--- src/rtl/oq_axi_regs.sv ---
// oq_axi_regs: AXI4-Lite control/status registers for the
// BRAM output-queue subsystem with NUM_QUEUES channels.
module oq_axi_regs #(
  parameter int NUM_QUEUES = 5,
  parameter int DATA_WIDTH = 32,
  parameter int ADDR_WIDTH = 32
) (
  input  logic                             ACLK,
  input  logic                             ARESETN,
  input  logic [ADDR_WIDTH-1:0]            AWADDR,
  input  logic                             AWVALID,
  output logic                             AWREADY,
  input  logic [DATA_WIDTH-1:0]            WDATA,
  input  logic [DATA_WIDTH/8-1:0]          WSTRB,
  input  logic                             WVALID,
  output logic                             WREADY,
  output logic [1:0]                       BRESP,
  output logic                             BVALID,
  input  logic                             BREADY,
  input  logic [ADDR_WIDTH-1:0]            ARADDR,
  input  logic                             ARVALID,
  output logic                             ARREADY,
  output logic [DATA_WIDTH-1:0]            RDATA,
  output logic [1:0]                       RRESP,
  output logic                             RVALID,
  input  logic                             RREADY,
  output logic [DATA_WIDTH-1:0]            queues_num,
  output logic                             reset_drop_counts,
  output logic [DATA_WIDTH*NUM_QUEUES-1:0] split_ratio,
  input  logic [DATA_WIDTH*NUM_QUEUES-1:0] drop_count
);
  localparam int DW = DATA_WIDTH;
  localparam int SW = DATA_WIDTH / 8;
  localparam logic [4:0] NQ5 = 5'(NUM_QUEUES);
  localparam logic [DW-1:0] NQW = DW'(NUM_QUEUES);
  localparam logic [1:0] OKAY = 2'b00;
  localparam logic [1:0] SLVERR = 2'b10;

  typedef enum logic {W_IDLE, W_RESP} wstate_e;
  typedef enum logic {R_IDLE, R_RESP} rstate_e;

  function automatic logic [DW-1:0] merge(
    input logic [DW-1:0] old,
    input logic [DW-1:0] nw,
    input logic [SW-1:0] strb
  );
    logic [DW-1:0] r;
    r = old;
    for (int b = 0; b < SW; b++)
      if (strb[b]) r[8*b +: 8] = nw[8*b +: 8];
    return r;
  endfunction

  wstate_e         w_state_q, w_state_d;
  rstate_e         r_state_q, r_state_d;
  logic            aw_held_q, aw_held_d;
  logic            w_held_q, w_held_d;
  logic [7:0]      awidx_q, awidx_d;
  logic [DW-1:0]   wdata_q, wdata_d;
  logic [SW-1:0]   wstrb_q, wstrb_d;
  logic [1:0]      bresp_q, rresp_q;
  logic [DW-1:0]   rdata_q, qnum_q;
  logic            rdc_q;
  logic [DW-1:0]   split_q [NUM_QUEUES];

  logic            aw_fire, w_fire, ar_fire, apply;
  logic [7:0]      wr_idx, r_idx;
  logic [DW-1:0]   wr_data, qnum_mrg, qnum_sat;
  logic [SW-1:0]   wr_strb;
  logic            wr_qn, wr_ctl, wr_sr, wr_ok;
  logic            rd_dc, rd_sr;
  logic [DW-1:0]   dc_sel, sr_sel, rd_data;
  logic [1:0]      rd_resp;
  logic            unused_addr;

  assign unused_addr = ^{AWADDR[ADDR_WIDTH-1:10], AWADDR[1:0],
                         ARADDR[ADDR_WIDTH-1:10], ARADDR[1:0]};

  assign AWREADY = ARESETN && (w_state_q == W_IDLE) && !aw_held_q;
  assign WREADY  = ARESETN && (w_state_q == W_IDLE) && !w_held_q;
  assign BVALID  = (w_state_q == W_RESP);
  assign BRESP   = bresp_q;
  assign ARREADY = ARESETN && (r_state_q == R_IDLE);
  assign RVALID  = (r_state_q == R_RESP);
  assign RDATA   = rdata_q;
  assign RRESP   = rresp_q;
  assign queues_num = qnum_q;
  assign reset_drop_counts = rdc_q;

  for (genvar g = 0; g < NUM_QUEUES; g++) begin : g_sr
    assign split_ratio[DW*g +: DW] = split_q[g];
  end

  assign aw_fire = AWVALID && AWREADY;
  assign w_fire  = WVALID && WREADY;
  assign ar_fire = ARVALID && ARREADY;

  // A held beat wins; otherwise the beat being accepted this cycle.
  assign wr_idx  = aw_held_q ? awidx_q : AWADDR[9:2];
  assign wr_data = w_held_q ? wdata_q : WDATA;
  assign wr_strb = w_held_q ? wstrb_q : WSTRB;

  assign wr_qn  = (wr_idx == 8'h00);
  assign wr_ctl = (wr_idx == 8'h01);
  assign wr_sr  = (wr_idx[7:4] == 4'h2) && ({1'b0, wr_idx[3:0]} < NQ5);
  assign wr_ok  = wr_qn || wr_ctl || wr_sr;

  assign qnum_mrg = merge(qnum_q, wr_data, wr_strb);
  assign qnum_sat = (qnum_mrg > NQW) ? NQW : qnum_mrg;

  always_comb begin
    w_state_d = w_state_q;
    aw_held_d = aw_held_q;
    w_held_d  = w_held_q;
    awidx_d   = awidx_q;
    wdata_d   = wdata_q;
    wstrb_d   = wstrb_q;
    apply     = 1'b0;
    unique case (w_state_q)
      W_IDLE: begin
        if (aw_fire) begin
          aw_held_d = 1'b1;
          awidx_d   = AWADDR[9:2];
        end
        if (w_fire) begin
          w_held_d = 1'b1;
          wdata_d  = WDATA;
          wstrb_d  = WSTRB;
        end
        if ((aw_held_q || aw_fire) && (w_held_q || w_fire)) begin
          apply     = 1'b1;
          aw_held_d = 1'b0;
          w_held_d  = 1'b0;
          w_state_d = W_RESP;
        end
      end
      W_RESP: if (BREADY) w_state_d = W_IDLE;
      default: w_state_d = W_IDLE;
    endcase
  end

  always_comb begin
    r_state_d = r_state_q;
    unique case (r_state_q)
      R_IDLE: if (ar_fire) r_state_d = R_RESP;
      R_RESP: if (RREADY) r_state_d = R_IDLE;
      default: r_state_d = R_IDLE;
    endcase
  end

  always_ff @(posedge ACLK) begin
    if (!ARESETN) begin
      w_state_q <= W_IDLE;
      r_state_q <= R_IDLE;
      aw_held_q <= 1'b0;
      w_held_q  <= 1'b0;
      awidx_q   <= '0;
      wdata_q   <= '0;
      wstrb_q   <= '0;
    end else begin
      w_state_q <= w_state_d;
      r_state_q <= r_state_d;
      aw_held_q <= aw_held_d;
      w_held_q  <= w_held_d;
      awidx_q   <= awidx_d;
      wdata_q   <= wdata_d;
      wstrb_q   <= wstrb_d;
    end
  end

  always_ff @(posedge ACLK) begin
    if (!ARESETN) begin
      bresp_q <= OKAY;
      qnum_q  <= '0;
      rdc_q   <= 1'b0;
      for (int i = 0; i < NUM_QUEUES; i++) split_q[i] <= '0;
    end else begin
      rdc_q <= apply && wr_ctl && wr_strb[0] && wr_data[0];
      if (apply) begin
        bresp_q <= wr_ok ? OKAY : SLVERR;
        if (wr_qn) qnum_q <= qnum_sat;
        for (int i = 0; i < NUM_QUEUES; i++)
          if (wr_sr && (wr_idx[3:0] == 4'(i)))
            split_q[i] <= merge(split_q[i], wr_data, wr_strb);
      end
    end
  end

  assign r_idx = ARADDR[9:2];
  assign rd_dc = (r_idx[7:4] == 4'h1) && ({1'b0, r_idx[3:0]} < NQ5);
  assign rd_sr = (r_idx[7:4] == 4'h2) && ({1'b0, r_idx[3:0]} < NQ5);

  always_comb begin
    dc_sel = '0;
    sr_sel = '0;
    for (int i = 0; i < NUM_QUEUES; i++)
      if (r_idx[3:0] == 4'(i)) begin
        dc_sel = drop_count[DW*i +: DW];
        sr_sel = split_q[i];
      end
  end

  always_comb begin
    rd_data = '0;
    rd_resp = SLVERR;
    unique case (1'b1)
      (r_idx == 8'h00): begin rd_data = qnum_q; rd_resp = OKAY; end
      (r_idx == 8'h01): rd_resp = OKAY;
      (r_idx == 8'h02): begin rd_data = NQW; rd_resp = OKAY; end
      rd_dc:            begin rd_data = dc_sel; rd_resp = OKAY; end
      rd_sr:            begin rd_data = sr_sel; rd_resp = OKAY; end
      default:          ;
    endcase
  end

  always_ff @(posedge ACLK) begin
    if (!ARESETN) begin
      rdata_q <= '0;
      rresp_q <= OKAY;
    end else if (ar_fire) begin
      rdata_q <= rd_data;
      rresp_q <= rd_resp;
    end
  end
endmodule

--- config.mk ---
export PLATFORM = sky130hd
export DESIGN_NAME = oq_axi_regs
export DESIGN_NICKNAME = d
export VERILOG_FILES = /design/src/rtl/oq_axi_regs.sv
export SDC_FILE = /design/constraint.sdc
export NUM_CORES = 1
export LEC_CHECK = 0
export BUFFER_PORTS_ARGS = -buffer_cell sky130_fd_sc_hd__buf_2
export CAP_MARGIN = 10
export CORE_ASPECT_RATIO = 1.5
export CORE_MARGIN = 2
export CORE_UTILIZATION = 30
export CTS_BUF_LIST = sky130_fd_sc_hd__clkbuf_8
export DETAILED_ROUTE_END_ITERATION = 12
export SYNTH_ARGS = -nofsm -noshare
export SYNTH_HDL_FRONTEND = slang
export SYNTH_SLANG_ARGS = --single-unit
--- constraint.sdc ---
create_clock -name ACLK -period 2.32 [get_ports ACLK]
set_input_delay 0.348 -clock ACLK [delete_from_list [all_inputs] [get_ports ACLK]]
set_output_delay 0.348 -clock ACLK [all_outputs]
set_load 0.05 [all_outputs]
==> PnR_summary.wiki <==
{| class="wikitable"
! Metric !! Value
|-
| Site row count || 92
|-
| Gr usage total || between 20% and 30%
|-
| Insertion delay to the later sink of the worst-skew pair || 0.60 ns
|-
| Clock transition at the registers of the reported paths || 0.06 ns
|-
| Wire length of the first global-routing pass || 82.1 mm
|-
| Cell area after synthesis || 0.0128 mm2
|-
| Buffer depth of the longest clock path || 3
|-
| Overflow left after global routing || 0
|-
| Cell type contributing the most total cell area after synthesis || edfxtp_1
|-
| Final hold violation count || 0
|-
| Number of global-route vias before repair || 12200
|-
| Outcome || finished clean
|-
| Required time of the worst setup path || 2.86 ns
|-
| Critical path destination || queues_num[1]
|-
| Max-cap violations || 0
|-
| Launching element type of the critical path || flip-flop
|-
| Total power divided by cell area || 638 mW/mm2
|-
| Cell types occupying the most area after synthesis || edfxtp_1, dfxtp_1, mux4_2
|-
| Starting density of the core || a little under a third
|-
| Tmin final || 2.25 ns
|-
| Number of design rule violations left after detail routing || 0
|-
| Clock H-tree levels || 2
|-
| Setup slack on the worst flop-to-flop path || 0.07 ns
|-
| Total negative slack for setup checks || 0 ns
|-
| Die W || between 150 and 200 um
|-
| Clock sink total || 275
|-
| Number of enable-type register cells in the synthesized netlist || 160
|-
| R2R Path Start || w_held_q
|-
| Final max-slew violation count || 0
|-
| Cells on worst reg2reg path || 9
|-
| Worst slack on hold paths || between 0.04 and 0.05 ns
|-
| Fraction of final layout cells sized beyond drive strength 1 || between 40% and 50%
|-
| WL final || 57.8 mm
|-
| Max VDD drop || 0.324 mV
|-
| Via count of the routed design || 12000
|-
| Final setup vio count || 0
|-
| Max-Slew Margin vs Limit || 53.4%
|-
| Core Area || between 0.04 and 0.05 mm2
|-
| Clock tree root buffer cell || clkbuf_8
|-
| Number of antenna violations at the first check in global routing || 5
|-
| Largest clock skew in the final design || between 0.02 and 0.03 ns
|-
| Signed area change from the synthesized netlist to the final layout || 44.1%
|-
| Detailed-route wire length per cell || 25.1 um
|-
| Net count, final || 1967
|-
| 1st-pass router iterations || 5
|-
| Ports placed on the boundary || between 500 and 600
|-
| Number of distinct standard cells referenced by the synthesized netlist || 62
|-
| Top flip-flop cell by instance count after synthesis || edfxtp_1
|-
| RePlAce Congestion || 0.943
|-
| Hold crit path type || primary input to flip-flop
|-
| Post-synthesis cell count || 1082
|-
| Kind of critical path || flip-flop to flip-flop
|-
| Antenna Violating Nets Remaining || 0
|-
| Count of state elements after synthesis || 275
|-
| Mean post-synth cell area || approximately 12 um2
|-
| Vias per Instance || ~5.2
|-
| Largest fanout on the critical path || 14
|-
| Area fraction of the dominant cell type after synthesis || a little under two fifths
|-
| Number of input and output port buffers inserted || 450
|-
| Arr. time, crit path || 2.79 ns
|-
| 1st-iter DRT viols || a little under 1000
|-
| Crit path capture type || flip-flop
|-
| Highest achievable clock rate || 0.445 GHz
|-
| Chip height || 257 um
|-
| Capture point of the worst reg-to-reg path || queues_num[1]
|-
| Placed wire-length estimate || 46.6 mm
|-
| Fraction of the cycle the final worst path needs || 96.9%
|-
| Post-synthesis async set-or-reset flop share || 0%
|-
| Setup crit start || w_held_q
|-
| TritonCTS clock tree || built
|-
| Total of warnings raised by yosys || 0
|-
| Worst-margin pin slew || ~0.7 ns
|-
| Proportion of synthesized chip area in sequential cells || a little under three fifths
|-
| Setup repair after global routing missed its margin || false
|-
| Pin count of the biggest net entering global routing || 45
|-
| Total CTS buffers || 44
|-
| Leakage power figure || between 0.007 and 0.008 uW
|-
| Overall die area || between 0.04 and 0.05 mm2
|}
[synthesized netlist by cell type (8+ instances only)]
master	n
a21oi_1	88
dfxtp_1	115
mux2i_1	40
a221oi_1	11
o22ai_1	34
and2_1	31
edfxtp_1	160
a211oi_2	12
mux4_2	57
a22oi_1	65
clkbuf_1	40
nand2_1	138
buf_4	8
a221oi_2	9
nor2_1	91
buf_2	26
o21ai_0	37
nor3_1	10
[sequential cells by signal (all words and copies together), names as in the netlist]
signal             cells
split_q              160
RDATA                 32
queues_num            32
wdata_q               32
awidx_q                8
wstrb_q                4
BRESP                  1
BVALID                 1
RRESP                  1
RVALID                 1
aw_held_q              1
reset_drop_counts      1
w_held_q               1
[stage by stage]
step | area, um2 | utilization, % | setup slack, ns | total power (uW) | instances
after floorplan | 12800 | - | -0.129 | 6550 | 1083
after global placement | 16700 | 39.8 | -0.389 | 7340 | 2172
after detailed placement | 16700 | 39.8 | -0.493 | 7360 | 2172
after CTS | 18100 | 43.0 | -0.0867 | 11800 | 2284
after global routing | 18400 | 43.9 | 0.00216 | 12200 | 2302
final | 18400 | 43.9 | 0.0719 | 11800 | 2302
[cells in the final DEF, fill, tap and decap left out, types with 11 or more instances in the layout]
| cell type | instances |
|---|---|
| a211oi_2 | 12 |
| o21ai_0 | 30 |
| nor2_2 | 11 |
| mux4_2 | 57 |
| edfxtp_1 | 160 |
| nor2_1 | 65 |
| dlygate4sd3_1 | 30 |
| o22ai_1 | 33 |
| buf_4 | 158 |
| dfxtp_1 | 113 |
| mux2i_1 | 40 |
| a221oi_1 | 11 |
| buf_12 | 15 |
| buf_2 | 447 |
| and2_1 | 31 |
| nand2_1 | 135 |
| clkbuf_8 | 50 |
| inv_1 | 17 |
| nor2_4 | 15 |
| a21oi_1 | 82 |
| a22oi_1 | 64 |
[worst max-delay path: stages, from the launching register on]
cell	delay, ns
dfxtp_4	0.36
buf_12	0.15
buf_12	0.14
mux2_4	0.23
o22ai_2	0.11
nor4_2	0.35
nand4_1	0.17
a2111oi_2	0.33
buf_4	0.19
a41o_1	0.16
[final cells by class]
type	count	area [um2]
timing repair buffer	656	4100
antenna	2	5.00
sequential	275	7110
inverter	5	18.8
tap	564	706
clock buffer	50	688
fill	4018	23600
multi-input combinational	718	5580
clock inverter	32	224
[per-layer routing]
| layer | global-route usage, % | part of all wire, % | vias up |
|---|---|---|---|
| li1 | - | - | 5387 |
| met1 | 28.1 | 36 | 5885 |
| met2 | 44.9 | 52 | 583 |
| met3 | 5.60 | 7.5 | 127 |
| met4 | 12.6 | 5.2 | 0 |
| met5 | 0 | 0 | - |
[report_power, final]
group | switching [uW] | leakage (uW) | internal, uW | total (uW)
combinational | 1210 | 0.00452 | 760 | 1970
clock | 2030 | 0.000524 | 2330 | 4360
sequential | 133 | 0.00259 | 5300 | 5430
[worst min-delay path by stage]
stage	start	to	slack, ns	cells past startpoint
floorplan	wdata_q[0]	wdata_q[0]	0.44	2
global placement	RDATA[2]	RDATA[2]	0.43	2
detailed placement	RDATA[2]	RDATA[2]	0.44	2
CTS	WDATA[27]	wdata_q[27]	0.00004	3
global route	WDATA[14]	wdata_q[14]	0.01	3
finish	WDATA[27]	wdata_q[27]	0.05	3
[kinds of logic (layout without fill, tap and decap cells)]
| kind of cell | count (synthesis) | in the layout | synth area share (%) |
|---|---|---|---|
| muxes | 103 | 103 | 13.7 |
| AOI/OAI and AO/OA | 298 | 298 | 16.1 |
| DFF | 275 | 275 | 55.5 |
| and+or+nand+nor | 315 | 315 | 11.2 |
| buffers and inverters | 90 | 743 | 3.42 |
| other | 1 | 4 | 0.0293 |
[timing repair]
item,in CTS,in global routing
pin swaps,1,7
gates resized for setup,42,52
buffers inserted,0,16
hold endpoints to repair,30,0
endpoints found under the setup margin,284,288
hold buffers,30,0
(Power assumes the default switching activity.)
